[src/rtl/loteria_pkg.sv]
// Shared types and segment helpers for the loteria_nd digit-entry lottery checker.
// Contents:
//   state_t   ticket phase: ENTRY (collecting digits), READY (all held), RESULT (scored)
//   prize_t   prize tier as driven on the prize output
//   SEG_*     active-low 7-segment images (bit 6 = g ... bit 0 = a)
//   seg7()    active-low decode of a BCD digit 0..9; other codes show blank
package loteria_pkg;

    typedef enum logic [1:0] {
        ENTRY  = 2'd0,
        READY  = 2'd1,
        RESULT = 2'd2
    } state_t;

    typedef enum logic [1:0] {
        PRIZE_NONE    = 2'd0,
        PRIZE_FIRST   = 2'd1,
        PRIZE_SECOND  = 2'd2,
        PRIZE_JACKPOT = 2'd3
    } prize_t;

    localparam logic [6:0] SEG_DASH  = 7'b0111111;
    localparam logic [6:0] SEG_BLANK = 7'b1111111;
    localparam logic [6:0] SEG_P     = 7'b0001100;

    function automatic logic [6:0] seg7(input logic [3:0] d);
        logic [6:0] s;
        case (d)
            4'd0:    s = 7'b1000000;
            4'd1:    s = 7'b1111001;
            4'd2:    s = 7'b0100100;
            4'd3:    s = 7'b0110000;
            4'd4:    s = 7'b0011001;
            4'd5:    s = 7'b0010010;
            4'd6:    s = 7'b0000010;
            4'd7:    s = 7'b1111000;
            4'd8:    s = 7'b0000000;
            4'd9:    s = 7'b0010000;
            default: s = SEG_BLANK;
        endcase
        return s;
    endfunction

endpackage

[src/rtl/loteria_nd_if.sv]
// Player/board-side bundle of loteria_nd.
//   num, insert, finish            board switches/keys into the checker
//   ledr, hex_dig, hex_pri         LED and 7-segment images (active-low segments)
//   prize, win, err, timeout       scoring result and 1-cycle event pulses
// Modports: master = board/stimulus side, slave = checker side.
interface loteria_nd_if #(
    parameter int unsigned NDIG = 5
);
    logic [3:0]          num;
    logic                insert;
    logic                finish;
    logic [NDIG:0]       ledr;
    logic [7*NDIG-1:0]   hex_dig;
    logic [6:0]          hex_pri;
    logic [1:0]          prize;
    logic                win;
    logic                err;
    logic                timeout;

    modport master (
        output num, insert, finish,
        input  ledr, hex_dig, hex_pri, prize, win, err, timeout
    );

    modport slave (
        input  num, insert, finish,
        output ledr, hex_dig, hex_pri, prize, win, err, timeout
    );
endinterface

[src/rtl/seg7_decode.sv]
// Single 7-segment display driver (active-low).
//   digit  in  4  BCD value to show
//   blank  in  1  all segments off (highest priority)
//   dash   in  1  show centre bar only
//   seg    out 7  active-low segments g..a
module seg7_decode
    import loteria_pkg::*;
(
    input  logic [3:0] digit,
    input  logic       blank,
    input  logic       dash,
    output logic [6:0] seg
);
    always_comb begin
        if (blank) begin
            seg = SEG_BLANK;
        end else if (dash) begin
            seg = SEG_DASH;
        end else begin
            seg = seg7(digit);
        end
    end
endmodule

[src/rtl/loteria_nd.sv]
// Digit-entry lottery checker. The player enters NDIG decimal digits (one per rising edge of
// insert), then presses finish; the longest run of consecutive position matches against SECRET
// selects the prize tier.
// Ports:
//   clk    in  clock
//   reset  in  synchronous, active-high; dominates all inputs
//   bus    loteria_nd_if.slave: num/insert/finish in; ledr, hex_dig, hex_pri, prize, win,
//          err (rejected digit pulse), timeout (inactivity clear pulse) out
// Build option: define LOTERIA_TIMEOUT_EN to clear an idle ticket after TIMEOUT_CYC cycles;
// without it timeout is held at 0 and a ticket waits indefinitely.
module loteria_nd
    import loteria_pkg::*;
#(
    parameter int unsigned       NDIG        = 5,
    parameter logic [4*NDIG-1:0] SECRET      = 20'h50967,
    parameter int unsigned       P1_RUN      = 4,
    parameter int unsigned       P2_RUN      = 2,
    parameter int unsigned       TIMEOUT_CYC = 50_000_000
) (
    input  logic         clk,
    input  logic         reset,
    loteria_nd_if.slave  bus
);
    localparam int unsigned IW = $clog2(NDIG + 1);
    typedef logic [IW-1:0] cnt_t;

    state_t     state_q, state_d;
    cnt_t       idx_q, idx_d;
    cnt_t       run_q, run_d;
    cnt_t       best_q, best_d;
    logic [3:0] dig_q [NDIG];
    logic [3:0] dig_d [NDIG];
    prize_t     prize_q, prize_d;
    logic       win_q, win_d;
    logic       err_q, err_d;
    logic       timeout_q, timeout_d;
    logic       insert_q;

    logic       accept;
    logic [3:0] secret_dig;
    cnt_t       run_new;

    function automatic prize_t score(input cnt_t b);
        if (int'(b) == int'(NDIG))        return PRIZE_JACKPOT;
        else if (int'(b) >= int'(P1_RUN)) return PRIZE_FIRST;
        else if (int'(b) >= int'(P2_RUN)) return PRIZE_SECOND;
        else                              return PRIZE_NONE;
    endfunction

    assign accept = bus.insert & ~insert_q & (state_q == ENTRY);

    // Digit 0 sits in the most significant nibble of SECRET.
    always_comb begin
        secret_dig = '0;
        for (int i = 0; i < int'(NDIG); i++) begin
            if (idx_q == cnt_t'(i)) secret_dig = SECRET[4*(int'(NDIG)-1-i) +: 4];
        end
    end

`ifdef LOTERIA_TIMEOUT_EN
    localparam int unsigned TW = $clog2(TIMEOUT_CYC);
    logic [TW-1:0] tcnt_q, tcnt_d;
`else
    logic unused_timeout_cyc;
    assign unused_timeout_cyc = (TIMEOUT_CYC == 0);
`endif

    always_comb begin
        state_d   = state_q;
        idx_d     = idx_q;
        run_d     = run_q;
        best_d    = best_q;
        dig_d     = dig_q;
        prize_d   = prize_q;
        win_d     = win_q;
        err_d     = 1'b0;
        timeout_d = 1'b0;
        run_new   = '0;

        unique case (state_q)
            ENTRY: begin
                if (accept) begin
                    if (bus.num <= 4'd9) begin
                        for (int i = 0; i < int'(NDIG); i++) begin
                            if (idx_q == cnt_t'(i)) dig_d[i] = bus.num;
                        end
                        run_new = (bus.num == secret_dig) ? run_q + 1'b1 : '0;
                        run_d   = run_new;
                        best_d  = (run_new > best_q) ? run_new : best_q;
                        if (idx_q == cnt_t'(NDIG - 1)) begin
                            state_d = READY;
                        end else begin
                            idx_d = idx_q + 1'b1;
                        end
                    end else begin
                        err_d = 1'b1;
                    end
                end
            end
            READY: begin
                if (bus.finish) begin
                    state_d = RESULT;
                    prize_d = score(best_q);
                    win_d   = (score(best_q) != PRIZE_NONE);
                end
            end
            RESULT: ;
            default: state_d = ENTRY;
        endcase

`ifdef LOTERIA_TIMEOUT_EN
        // Counter idles at 0 until the first digit; an accept on the limit cycle wins, and so
        // does a finish that moves the ticket to RESULT.
        tcnt_d = tcnt_q;
        if (accept || state_q == RESULT || (state_q == ENTRY && idx_q == '0)) begin
            tcnt_d = '0;
        end else if (tcnt_q == TW'(TIMEOUT_CYC - 1)) begin
            tcnt_d = '0;
            if (!(state_q == READY && bus.finish)) begin
                state_d   = ENTRY;
                idx_d     = '0;
                run_d     = '0;
                best_d    = '0;
                timeout_d = 1'b1;
                for (int i = 0; i < int'(NDIG); i++) dig_d[i] = '0;
            end
        end else begin
            tcnt_d = tcnt_q + 1'b1;
        end
`endif
    end

    always_ff @(posedge clk) begin
        if (reset) begin
            state_q   <= ENTRY;
            idx_q     <= '0;
            run_q     <= '0;
            best_q    <= '0;
            prize_q   <= PRIZE_NONE;
            win_q     <= 1'b0;
            err_q     <= 1'b0;
            timeout_q <= 1'b0;
            insert_q  <= 1'b0;
            for (int i = 0; i < int'(NDIG); i++) dig_q[i] <= '0;
        end else begin
            state_q   <= state_d;
            idx_q     <= idx_d;
            run_q     <= run_d;
            best_q    <= best_d;
            prize_q   <= prize_d;
            win_q     <= win_d;
            err_q     <= err_d;
            timeout_q <= timeout_d;
            insert_q  <= bus.insert;
            dig_q     <= dig_d;
        end
    end

`ifdef LOTERIA_TIMEOUT_EN
    always_ff @(posedge clk) begin
        if (reset) tcnt_q <= '0;
        else       tcnt_q <= tcnt_d;
    end
`endif

    // Every slot counts as entered once the ticket has left ENTRY.
    logic [NDIG:0]     ledr;
    logic [7*NDIG-1:0] hex_dig;
    logic [6:0]        hex_pri;

    always_comb begin
        for (int i = 0; i < int'(NDIG); i++) begin
            ledr[i] = (state_q != ENTRY) || (cnt_t'(i) < idx_q);
        end
        ledr[NDIG] = (state_q == RESULT);
    end

    for (genvar g = 0; g < int'(NDIG); g++) begin : g_dig
        seg7_decode u_seg (
            .digit (dig_q[g]),
            .blank (1'b0),
            .dash  (~ledr[g]),
            .seg   (hex_dig[7*(int'(NDIG)-g)-1 -: 7])
        );
    end

    seg7_decode u_seg_pri (
        .digit ({2'b00, prize_q}),
        .blank (state_q != RESULT),
        .dash  (1'b0),
        .seg   (hex_pri)
    );

    assign bus.ledr    = ledr;
    assign bus.hex_dig = hex_dig;
    assign bus.hex_pri = hex_pri;
    assign bus.prize   = prize_q;
    assign bus.win     = win_q;
    assign bus.err     = err_q;
    assign bus.timeout = timeout_q;
endmodule

[src/flat_wrapper.sv]
// flat-port wrapper written by rule: the top's interface ports become plain ports
module loteria_nd_flat import loteria_pkg::*;
#(
    parameter int unsigned       NDIG        = 5,
    parameter logic [4*NDIG-1:0] SECRET      = 20'h50967,
    parameter int unsigned       P1_RUN      = 4,
    parameter int unsigned       P2_RUN      = 2,
    parameter int unsigned       TIMEOUT_CYC = 50_000_000
)
  (clk, reset, bus_num, bus_insert, bus_finish, bus_ledr, bus_hex_dig, bus_hex_pri, bus_prize, bus_win, bus_err, bus_timeout);
  loteria_nd_if #(.NDIG(NDIG)) bus_i ();
  input  logic clk;
  input  logic reset;
  input wire logic [$bits(bus_i.num)-1:0] bus_num;
  input wire logic [$bits(bus_i.insert)-1:0] bus_insert;
  input wire logic [$bits(bus_i.finish)-1:0] bus_finish;
  output wire logic [$bits(bus_i.ledr)-1:0] bus_ledr;
  output wire logic [$bits(bus_i.hex_dig)-1:0] bus_hex_dig;
  output wire logic [$bits(bus_i.hex_pri)-1:0] bus_hex_pri;
  output wire logic [$bits(bus_i.prize)-1:0] bus_prize;
  output wire logic [$bits(bus_i.win)-1:0] bus_win;
  output wire logic [$bits(bus_i.err)-1:0] bus_err;
  output wire logic [$bits(bus_i.timeout)-1:0] bus_timeout;
  assign bus_i.num = bus_num;
  assign bus_i.insert = bus_insert;
  assign bus_i.finish = bus_finish;
  assign bus_ledr = bus_i.ledr;
  assign bus_hex_dig = bus_i.hex_dig;
  assign bus_hex_pri = bus_i.hex_pri;
  assign bus_prize = bus_i.prize;
  assign bus_win = bus_i.win;
  assign bus_err = bus_i.err;
  assign bus_timeout = bus_i.timeout;
  loteria_nd #(.NDIG(NDIG), .SECRET(SECRET), .P1_RUN(P1_RUN), .P2_RUN(P2_RUN), .TIMEOUT_CYC(TIMEOUT_CYC)) u_core (.clk(clk), .reset(reset), .bus(bus_i));
endmodule
[config.mk]
export PLATFORM = sky130hd
export DESIGN_NAME = loteria_nd_flat
export DESIGN_NICKNAME = d
export VERILOG_FILES = /design/src/rtl/loteria_pkg.sv /design/src/rtl/loteria_nd_if.sv /design/src/rtl/seg7_decode.sv /design/src/rtl/loteria_nd.sv /design/src/flat_wrapper.sv
export SDC_FILE = /design/constraint.sdc
export NUM_CORES = 1
export LEC_CHECK = 0
export ABC_AREA = 1
export CORE_MARGIN = 5
export CORE_UTILIZATION = 50
export DETAILED_ROUTE_END_ITERATION = 6
export PLACE_DENSITY_LB_ADDON = 0.1
export SLEW_MARGIN = 20
export SYNTH_ARGS = -nofsm -noshare
export SYNTH_HDL_FRONTEND = slang
export SYNTH_SLANG_ARGS = --single-unit
[constraint.sdc]
create_clock -name clk -period 6.9 [get_ports clk]
set_input_delay 1.38 -clock clk [delete_from_list [all_inputs] [get_ports clk]]
set_output_delay 1.38 -clock clk [all_outputs]
set_load 0.005 [all_outputs]
# After elaboration in Yosys (flattened, before gate mapping)
# Memory sizes are Yosys's and may differ from the RTL's. A register that Yosys moved wholly into a read port is not among the register bits.
# Cells that the tools add are included.
word_totals:
  regBits: 36
  mem_bits_ro: 672
  inputBits: 8
  wordCells: 105
  mem_count: 6
mem_list:
  columns: ["memory", "depth", "word_bits", "rd", "rd_clocked_by_memory_dff", "wr", "line", "source"]
  rows:
  - ["(name not given)", 16, 7, 1, 1, 0, "loteria_pkg.sv:28", "case (d)"]
  - ["(name not given)", 16, 7, 1, 1, 0, "loteria_pkg.sv:28", null]
  - ["(name not given)", 16, 7, 1, 1, 0, "loteria_pkg.sv:28", null]
  - ["(name not given)", 16, 7, 1, 1, 0, "loteria_pkg.sv:28", null]
  - ["(name not given)", 16, 7, 1, 1, 0, "loteria_pkg.sv:28", null]
  - ["(name not given)", 16, 7, 1, 1, 0, "loteria_pkg.sv:28", null]
op_classes:
  add_sub_neg: 2
  order_cmp: 9
  n_eq_ne: 13
  n_mux: 35
  bitwise: 7
  reduce_logical: 20
ops:
  columns: ["cell", "count"]
  rows:
  - ["$mux W4", 15]
  - ["$mux W7", 6]
  - ["$reduce_and A4 Y1", 7]
  - ["$mux W2", 9]
  - ["$mux W3", 3]
  - ["$ne A2 B2 Y1 const B", 4]
  - ["$add A3 B1 Y3 const B", 2]
  - ["$eq A3 B2 Y1 const B", 2]
  - ["$eq A3 B3 Y1 const B", 2]
  - ["$lt A1 B3 Y1 const A", 2]
  - ["$lt A2 B3 Y1 const A", 2]
  - ["$pmux W2 S3", 1]
  - ["$logic_or A1 B1 Y1", 5]
  - ["$not A1 Y1", 5]
  - ["$reduce_and A5 Y1", 1]
  - ["$eq A4 B4 Y1", 1]
  - ["$le A4 B4 Y1 const B", 1]
  - ["$reduce_bool A2 Y1", 2]
  - ["$eq A3 B1 Y1 const B", 1]
  - ["$ge A3 B2 Y1 const B", 1]
  - ["$ge A3 B3 Y1 const B", 1]
  - ["$gt A3 B3 Y1", 1]
  - ["$logic_not A3 Y1", 1]
  - ["$lt A3 B3 Y1 const A", 1]
  - ["other kinds (9)", 10]

# Longest topological paths before layout
logic_depth:
  word_depth: 10
  depth_mapped: 18
  ltp_nobuf: 18

# Hierarchy
# A second synthesis with hierarchy kept.
unflattened:
  hier_cells: 457
  hier_area_um2: 3031.7
modules_own_cells:
  columns: ["module", "instances", "cells_per_inst", "area_per_inst_um2", "seq_area_each_um2"]
  rows:
  - ["loteria_nd", 1, 230, 1726.7, 720.7]
  - ["seg7_decode at u_core.g_dig[1].u_seg ...", 5, 38, 220.2, 0.0]
  - ["seg7_decode at u_core.g_dig[0].u_seg", 1, 37, 203.9, 0.0]

# Worst setup path after synthesis
# Ideal clock, no wire load.
synth_path:
  kind: "input -> register"
  startpoint: "input bus_num[1]"
  endpoint: "register (tool-made name)"
  arrival_time_ps: 2768
  required_ps: 6784
  slack_ps: 4016
  stages: 11
  cell_sequence: "o21ai_4 nand3_4 clkinv_2 nand2_2 nand2_1 nand3_1 ha_1 inv_1 nand4_1 nand3_1 nand2_1"
synth_lines:
  columns: ["element", "line", "source"]
  rows:
  - ["from (decl)", "flat_wrapper.sv:14", "input wire logic [$bits(bus_i.num)-1:0] bus_num;"]

# Final worst setup path
layout_path:
  startpoint: "register u_core.state_q[1]"
  endpoint: "output bus_hex_dig[26]"
layout_between:
  elab_chain_len: 3
layout_rtl:
  columns: ["element", "line", "source"]
  rows:
  - ["from (decl)", "loteria_nd.sv:27", "state_t state_q, state_d;"]
  - ["from (signal assigned)", "loteria_nd.sv:146", "state_q <= state_d;"]
  - ["$reduce_bool A2 Y1", "loteria_nd.sv:173", "ledr[i] = (state_q != ENTRY) || (cnt_t'(i) < idx_q);"]
  - ["$logic_or A1 B1 Y1", "loteria_nd.sv:173", null]
  - ["$mux W7", "seg7_decode.sv:17", "end else if (dash) begin"]
  - ["to (decl)", "flat_wrapper.sv:18", "output wire logic [$bits(bus_i.hex_dig)-1:0] bus_hex_dig;"]
# Every way passes these cells.

==> flow_metrics.tcl <==
set metrics [dict create \
    fmax_mhz 250 \
    n_antenna_cell 0 \
    status "completed" \
    critical_path.cell_chain "inv_1 > nand2_1 > nor2_1 > inv_1 > nor2_1 > or2_2 > clkdlybuf4s50_1" \
    fin_util 0.617 \
    nets 670 \
    fin_area_um2 5020 \
    p_per_area_nw_per_um2 191 \
    worstSetupStartpointType "register" \
    synth_ff_type "dfxtp_1" \
    clkTransAtPathRegs_ps 80 \
    area_delta_synth_final_pct 21.2 \
    io_pins 61 \
    via_per_inst 4.75 \
    drtPass1Iterations 4 \
    synthArstFlopShare 0 \
    synth-edff-count 0 \
    initial_utilization 0.509 \
    crit_family "simple AND/OR/NAND/NOR gates" \
    grt_max_degree 25 \
    crit_path_end_kind "output port" \
    die_h_um 101 \
    drt_iter0_drc 149 \
    required_ps 5520 \
    maxSlewViolCount 0 \
    via_count 3509 \
    grt_setup_unrepaired "false" \
    yosysSeqAreaShare 0.367 \
    wl_per_cell_um 11.6 \
    port_buffers 59 \
    ys_warn_count 0 \
    slew_headroom 0.479 \
    synth_area_um2 4140 \
    rows 33 \
    post-route-drc-count 0 \
    synth_cell_type_count 30 \
    r2r_slack_ps 4120 \
    tightestPinTransition_ps 781 \
    cts_root_buffer "clkbuf_8" \
    cts_max_path_buffers 2 \
    arrival_ps 2620 \
    synthTopCellsByArea "dfxtp_1, nand2_1, ha_1" \
    power.leakage_nw 2.66 \
    synth.most_common_cell "nand2_1" \
    grt-ovfl-total 0 \
    maxCapViolCount 0 \
    ys_seq_elements 76 \
    grt_pass1_wl_mm 14.7 \
    placed_area_um2 4810 \
    die_area_um2 10200 \
    ir_drop_mv 0.0997 \
    setup_violations 0 \
    post-route-min-period_ps 4000 \
    cts_buffers 9 \
    period_share 0.579 \
    synth_area_leader_cell "dfxtp_1" \
    drive_gt1_frac 0.139 \
    synth_top_area_frac 0.367 \
    fin_skew_ps 6.90 \
    syn_avg_cell_area_um2 7.30 \
    clock_latency_ps 340 \
    cts_tree "yes" \
    drt_wl_total_mm 8.56 \
    setup.worst_path.class "register to output port" \
    hold_viol_final 0 \
    syn-num-nets 609 \
    hold_class "register to register" \
    hpwlAfterDp_mm 6.61 \
    postCtsSetupBuffers 0 \
    path_buf_inv 3 \
    slowest_stage "clkdlybuf4s50_1" \
    grt_pass1_vias 3322 \
    cts_hold_buf 0 \
    die_width_um 101 \
    gp_congestion 0.971 \
    synthCells 567 \
    htreeDepth 3 \
    post_cts_resized 0 \
    cp_slowest_stage_delay_ps 500 \
    coreArea_um2 8130 \
    ant_nets 0 \
    ys_top_cells_by_count "nand2_1, inv_1, dfxtp_1" \
    crit_fanout 11 \
    cts.sinks 76 \
    fin_setup_tns_ps 0 \
    grt_antenna_before_repair 0 \
    grt.total_usage 0.177 \
]
worst min-delay path, cell delays in order (launching register included):
cell and delay [ps]:
dfxtp_1 320, nand2_1 70, a21oi_1 50
cells in the final DEF (no fill, tap or decap), types with 14 or more instances in the layout:
cell type,synthesis,routed
dfxtp_1,76,76
nor2_1,30,30
ha_1,34,34
nand4_1,24,24
clkdlybuf4s50_1,0,59
inv_1,104,104
nand2_1,134,134
o21ai_0,14,14
or2_2,24,24
nand3_1,49,49
layer usage:
layer | track usage | routed length, um | vias to the layer above | part of all wire
met5 | 0 | 0 | - | 0
met4 | 0.0726 | 137 | 0 | 0.016
met3 | 0.0353 | 468 | 13 | 0.055
met2 | 0.293 | 3930 | 74 | 0.46
met1 | 0.225 | 4020 | 1544 | 0.47
li1 | - | - | 1878 | -
where the power goes:
group | leakage [nW] | total (W) | internal, W | switching (W)
Clock | 0.102 | 0.000341 | 0.000186 | 0.000155
Combinational | 1.94 | 0.000148 | 0.0000628 | 0.0000848
Sequential | 0.617 | 0.000467 | 0.000459 | 0.00000794
Total | 2.66 | 0.000956 | 0.000708 | 0.000248
final timing paths:
| path | start | end | cells past startpoint |
|---|---|---|---|
| max | u_core.state_q[1] | bus_hex_dig[26] | 7 |
| min | u_core.bus.win | u_core.bus.win | 2 |
| max reg2reg | u_core.idx_q[1] | u_core.best_q[1] | 18 |
| min reg2reg | u_core.bus.win | u_core.bus.win | 2 |
area by class of cell:
type                    instances  area (um^2)
fillers                       738         3120
multi-input cells             366         2130
flip-flops and latches         76         1520
repair buffers                 60          598
inverters                     115          433
clock buffers                  12          155
well taps                     105          131
clock inverters                 4         47.5
logic make-up (layout without fill, tap and decap cells):
logic type	Yosys count	after routing	share of synthesized area
other	1	1	0.000906
buffers and inverters	125	191	0.118
AOI/OAI and AO/OA	32	32	0.0447
adders and majority gates	34	34	0.103
DFF	76	76	0.367
and+or+nand+nor	299	299	0.366
per-stage QoR:
stage               setup WS, ps  total power, W  hold WS [ps]  instances
floorplan                   4020        0.000569           458        567
global placement            2750        0.000623           480        722
detailed placement          2640        0.000626           475        722
CTS                         2820        0.000967           487        738
global route                2630         0.00101           518        738
finish                      2900        0.000956           484        738
(Power assumes the default switching activity.)
